[config.mk]
export PLATFORM = sky130hd
export DESIGN_NAME = hazard_flush_ctrl
export DESIGN_NICKNAME = d
export VERILOG_FILES = /design/src/rtl/hazard_pkg.sv /design/src/rtl/load_use_detect.sv /design/src/rtl/hazard_flush_ctrl.sv
export SDC_FILE = /design/constraint.sdc
export NUM_CORES = 1
export LEC_CHECK = 0
export ABC_CLOCK_PERIOD_IN_PS = 4100
export BUFFER_PORTS_ARGS = -buffer_cell sky130_fd_sc_hd__buf_4
export CAP_MARGIN = 40
export CORE_MARGIN = 2
export CORE_UTILIZATION = 40
export DETAILED_ROUTE_END_ITERATION = 6
export MAX_ROUTING_LAYER = met4
export PLACE_DENSITY = 0.78
export SLEW_MARGIN = 0
export SYNTH_ARGS = -nofsm -noshare
export SYNTH_HDL_FRONTEND = slang
export SYNTH_SLANG_ARGS = --single-unit
[constraint.sdc]
create_clock -name clk -period 4.1 [get_ports clk]
set_input_delay 0.41 -clock clk [delete_from_list [all_inputs] [get_ports clk]]
set_output_delay 0.41 -clock clk [all_outputs]
set_load 0.02 [all_outputs]
[src/rtl/hazard_pkg.sv]
// Shared types and constants for the pipeline hazard/flush control slice.
// Used by hazard_flush_ctrl and load_use_detect.
package hazard_pkg;

    localparam int REG_IDX_W_DEF = 2;
    localparam int PERF_CNT_W    = 16;

    typedef enum logic [1:0] {
        RESET_HOLD,
        RUN,
        BR_FLUSH,
        MEM_WAIT
    } hz_state_e;

    // Saturating increment shared by the performance counters.
    function automatic logic [PERF_CNT_W-1:0] sat_inc(input logic [PERF_CNT_W-1:0] v);
        return (&v) ? v : v + PERF_CNT_W'(1);
    endfunction

endpackage

[src/rtl/load_use_detect.sv]
// Combinational load-use hazard detector: a decode-stage source matches the
// destination of a load still sitting in EX. Also intended for the forwarding unit.
module load_use_detect
    import hazard_pkg::*;
#(
    parameter int REG_IDX_W = REG_IDX_W_DEF
) (
    input  logic [REG_IDX_W-1:0] id_rs,
    input  logic [REG_IDX_W-1:0] id_rt,
    input  logic                 id_uses_rs,
    input  logic                 id_uses_rt,
    input  logic                 ex_mem_read,
    input  logic                 ex_reg_write,
    input  logic [REG_IDX_W-1:0] ex_rd,
    output logic                 lu
);

    assign lu = ex_mem_read & ex_reg_write &
                ((id_uses_rs & (id_rs == ex_rd)) | (id_uses_rt & (id_rt == ex_rd)));

endmodule

[src/rtl/hazard_flush_ctrl.sv]
// Pipeline front-end control: load-use bubbles, multi-cycle branch flush, memory-busy freeze.
// Optional performance counters are built only when HAZ_PERF_CNT_EN is defined.
module hazard_flush_ctrl
    import hazard_pkg::*;
#(
    parameter int BR_PENALTY = 2,
    parameter int REG_IDX_W  = REG_IDX_W_DEF
) (
    input  logic                  clk,
    input  logic                  rst,
    input  logic [REG_IDX_W-1:0]  id_rs,
    input  logic [REG_IDX_W-1:0]  id_rt,
    input  logic                  id_uses_rs,
    input  logic                  id_uses_rt,
    input  logic                  ex_mem_read,
    input  logic [REG_IDX_W-1:0]  ex_rd,
    input  logic                  ex_reg_write,
    input  logic                  ex_branch_taken,
    input  logic                  mem_busy,
    output logic                  pc_write_en,
    output logic                  if_id_write_en,
    output logic                  if_id_flush,
    output logic                  id_ex_flush,
    output logic                  stall_active,
    output logic [PERF_CNT_W-1:0] perf_stall_cnt,
    output logic [PERF_CNT_W-1:0] perf_flush_cnt
);

    localparam int                CNT_W      = $clog2(BR_PENALTY) + 1;
    localparam logic [CNT_W-1:0]  CNT_RELOAD = CNT_W'(BR_PENALTY - 1);

    hz_state_e        state_q, state_d;
    logic [CNT_W-1:0] cnt_q, cnt_d;
    logic             pend_q, pend_d;
    logic             stall_q;
    logic             lu;

    load_use_detect #(.REG_IDX_W(REG_IDX_W)) u_lu (
        .id_rs        (id_rs),
        .id_rt        (id_rt),
        .id_uses_rs   (id_uses_rs),
        .id_uses_rt   (id_uses_rt),
        .ex_mem_read  (ex_mem_read),
        .ex_reg_write (ex_reg_write),
        .ex_rd        (ex_rd),
        .lu           (lu)
    );

    // NOTE: state flops use non-blocking assignments so every flop samples pre-edge values.
    always_ff @(posedge clk or posedge rst) begin
        if (rst) begin
            state_q <= RESET_HOLD;
            cnt_q   <= '0;
            pend_q  <= 1'b0;
            stall_q <= 1'b0;
        end else begin
            state_q <= state_d;
            cnt_q   <= cnt_d;
            pend_q  <= pend_d;
            stall_q <= (state_d == BR_FLUSH) || (state_d == MEM_WAIT);
        end
    end

    // NOTE: every output and next-state term gets a default first, so no path infers a latch.
    always_comb begin
        state_d        = state_q;
        cnt_d          = cnt_q;
        pend_d         = pend_q;
        pc_write_en    = 1'b0;
        if_id_write_en = 1'b0;
        if_id_flush    = 1'b1;
        id_ex_flush    = 1'b1;
        unique case (state_q)
            RESET_HOLD: state_d = RUN;
            RUN: begin
                pc_write_en    = 1'b1;
                if_id_write_en = 1'b1;
                if_id_flush    = 1'b0;
                id_ex_flush    = 1'b0;
                if (ex_branch_taken || pend_q) begin
                    // A branch that arrived during a memory wait is serviced here too.
                    if_id_flush = 1'b1;
                    id_ex_flush = 1'b1;
                    pend_d      = 1'b0;
                    if (BR_PENALTY > 1) begin
                        state_d = BR_FLUSH;
                        cnt_d   = CNT_RELOAD;
                    end
                end else if (mem_busy) begin
                    pc_write_en    = 1'b0;
                    if_id_write_en = 1'b0;
                    state_d        = MEM_WAIT;
                end else if (lu) begin
                    pc_write_en    = 1'b0;
                    if_id_write_en = 1'b0;
                    id_ex_flush    = 1'b1;
                end
            end
            BR_FLUSH: begin
                pc_write_en    = 1'b1;
                if_id_write_en = 1'b1;
                if (ex_branch_taken) begin
                    cnt_d = CNT_RELOAD;
                end else begin
                    cnt_d = cnt_q - CNT_W'(1);
                    if (cnt_q <= CNT_W'(1)) state_d = RUN;
                end
            end
            MEM_WAIT: begin
                if_id_flush = 1'b0;
                id_ex_flush = 1'b0;
                pend_d      = pend_q | ex_branch_taken;
                if (!mem_busy) state_d = RUN;
            end
            default: state_d = RESET_HOLD;
        endcase
    end

    assign stall_active = stall_q;

`ifdef HAZ_PERF_CNT_EN
    logic [PERF_CNT_W-1:0] stall_cnt_q, flush_cnt_q;
    logic                  branch_entry;

    assign branch_entry = ((state_q == RUN) && (ex_branch_taken || pend_q)) ||
                          ((state_q == BR_FLUSH) && ex_branch_taken);

    always_ff @(posedge clk or posedge rst) begin
        if (rst) begin
            stall_cnt_q <= '0;
            flush_cnt_q <= '0;
        end else begin
            if ((state_q != RESET_HOLD) && !pc_write_en) stall_cnt_q <= sat_inc(stall_cnt_q);
            if (branch_entry) flush_cnt_q <= sat_inc(flush_cnt_q);
        end
    end

    assign perf_stall_cnt = stall_cnt_q;
    assign perf_flush_cnt = flush_cnt_q;
`else
    assign perf_stall_cnt = '0;
    assign perf_flush_cnt = '0;
`endif

endmodule

==> run metrics <==
status finished clean; Synth cell types 25; min-delay worst type in2async; setup repair after global routing missed its margin false; die area 2161 µm²; number of synthesized register bits 5; initial antenna violation count 0; worst ir drop on vdd 0.0002996 V; area delta synth->final 7.279%; Clock Sink Count 5; Residual DRC 0; Hold WS 70.17 ps; number of CTS-inserted buffers 3; crit start category flip-flop; Power per Cell Area 558.7 nW/µm²; mapped cell area 721.9 µm²; routed length on met2 628 µm; post-route cell area 774.5 µm²; Reg area 125.1 µm²; CTS resizes 0; Placed Instances 135; count of non-filler cells in the finished layout 139; CP required 3690 ps; DR vias/cell 4.158; site row count 15; fin crit share 0.5279; final setup margin 1935 ps; Fin Clk Skew 2.592 ps; Vias 578; reg-to-reg setup timing slack 2510 ps; Clock Tree Buf Depth 2; area of the multi-input gates 434.2 µm²; Critical R2R Launch stall_active$_DFF_PP0_; gr ovfl total 0; hold-fix buffers at CTS 0; minimum clock period after layout 2165 ps; routed wire length 1229 µm; I/O Buffers 18; met3 wire len 116 µm; layout net count 134; yosys warns 0; reg2reg path depth 5; critical path peak fanout 10; Post-Syn Instances 96; sequential fraction of the synthesis area 0.1733; area of placed instances 748.2 µm²; Detailed Route Iter0 Violations 11; first-pass GRT wire length 1897 µm; die width 46.49 µm; post-CTS setup buffer count 0; Final Wtd Congestion 0.7331; num ports 51; Die Ht 46.49 µm; Final Hold Fails 0; Place WS 2091 ps; Crit. End Element output pin; worst reg2reg endpoint cnt_q[0]$_DFFE_PP0P_; post-DP HPWL 1011 µm; CTS tree yes; FMAX 0.4620 GHz; pin count of the biggest net entering global routing 11; number of global-route vias before repair 481; maxcap violations 0; Post-Route M1 WL 484 µm; clk slew on worst S/H paths 40 ps; clk_lat worst skew 240 ps; Final Setup Violations 0; fin. max-slew vios 0; layout cell share with drive strength beyond 1 0.1842; H-tree depth 1; uppermost layer routed met3; crit path DAT 1750 ps; leakage power 0.4009 nW; Total Routing Usage GR 0.1251; diode count 0; CP Class reg2out; Clock Tree Root clkbuf_4; fillcell total 188; antenna viol nets, final 0; setup_tns 0 ps; WL/cell 8.842 µm; DRT Pass-1 Iters 4; Avg Cell Area, Syn 7.520 µm²; core area 1708 µm²; Initial Utilization 0.4227
[kinds of logic (layout without fill, tap and decap cells)]
group,Yosys count,after routing,synth area share
flops,5,5,0.1733
buf+inv,41,28,0.3865
xor+xnor,2,2,0.02427
other cells,1,32,0.005194
fa+ha+maj,5,5,0.08666
compound gates,18,18,0.1699
simple gates,24,24,0.1543
[worst max path at each step]
stage / start / end / slack, ps / cells after the start
finish: stall_active$_DFF_PP0_ / id_ex_flush / 1940 / 6
global route: stall_active$_DFF_PP0_ / id_ex_flush / 1800 / 6
CTS: stall_active$_DFF_PP0_ / id_ex_flush / 1910 / 6
detailed placement: ex_rd[0] / if_id_write_en / 2090 / 6
global placement: ex_rd[0] / if_id_write_en / 2150 / 6
floorplan: stall_active$_DFF_PP0_ / pc_write_en / 2160 / 7
[power breakdown]
group	leakage (nW)	internal (mW)	switching [mW]	total, mW
combinational	0.325	0.114	0.170	0.284
clock	0.0150	0.0368	0.0198	0.0565
sequential	0.0613	0.0685	0.0233	0.0919
total	0.401	0.219	0.213	0.433
[state kept, by name, summed over array words and instances (netlist names)]
name,count
state_q,1
stall_active,1
pend_q,1
cnt_q,2
[Yosys cell counts, drive strengths merged]
library cell | n | area (µm²)
xor2 | 2 | 17.52
o21ai | 4 | 20.02
a41o | 1 | 10.01
a21oi | 4 | 20.02
nor3 | 3 | 15.01
o32ai | 1 | 8.760
o22a | 1 | 8.760
nand3 | 4 | 20.02
clkbuf | 1 | 3.750
ha | 5 | 62.56
nor4 | 3 | 18.77
o21bai | 1 | 7.510
nor2b | 1 | 6.260
nand2 | 8 | 30.03
a21o | 1 | 7.510
o41ai | 1 | 8.760
nand2b | 1 | 6.260
o21a | 3 | 22.52
nor2 | 4 | 15.01
buf | 34 | 252.7
conb | 1 | 3.750
inv | 6 | 22.52
a211o | 1 | 8.760
dfrtp | 5 | 125.1
[critical path, cell delays in order (launching register included)]
cell      delay, ps
dfrtp_1         430
inv_1           130
ha_1            390
nand2_1         120
o21a_1          130
o21bai_1        150
buf_4           170
[through the flow]
step / util / power (mW)
6_report: 0.4535 / 0.4327
5_1_grt: 0.4535 / 0.4738
3_3_place_gp: 0.4381 / 0.3695
2_1_floorplan: - / 0.3220
4_1_cts: 0.4535 / 0.4371
3_5_place_dp: 0.4381 / 0.3763
[layout by cell type (no fill, tap or decap)]
master	instances
a211o_1	1
o32ai_1	1
nor2b_1	1
nand2b_1	1
nand2_1	8
inv_1	6
clkbuf_1	1
o21bai_1	1
xor2_1	2
nor3_1	3
o41ai_1	1
o22a_1	1
o21ai_0	4
a21o_1	1
a41o_1	1
dfrtp_1	5
clkbuf_4	3
ha_1	5
nor2_1	4
buf_4	18
nor4_1	3
conb_1	32
nand3_1	4
a21oi_1	4
o21a_1	3
[area by class of cell]
cell class,instances,share of cell area
flip-flops and latches,5,0.1616
repair buffers,18,0.1745
clock buffers,4,0.03393
well taps,25,0.04039
inverters,6,0.02908
multi-input cells,81,0.5606
[routing by layer]
metal | track usage | up-vias
li1 | - | 293
met1 | 0.1388 | 253
met2 | 0.2250 | 32
met3 | 0.01176 | 0
met4 | 0.05143 | 0
met5 | - | -
No activity file was read; power rests on OpenSTA's default activity.
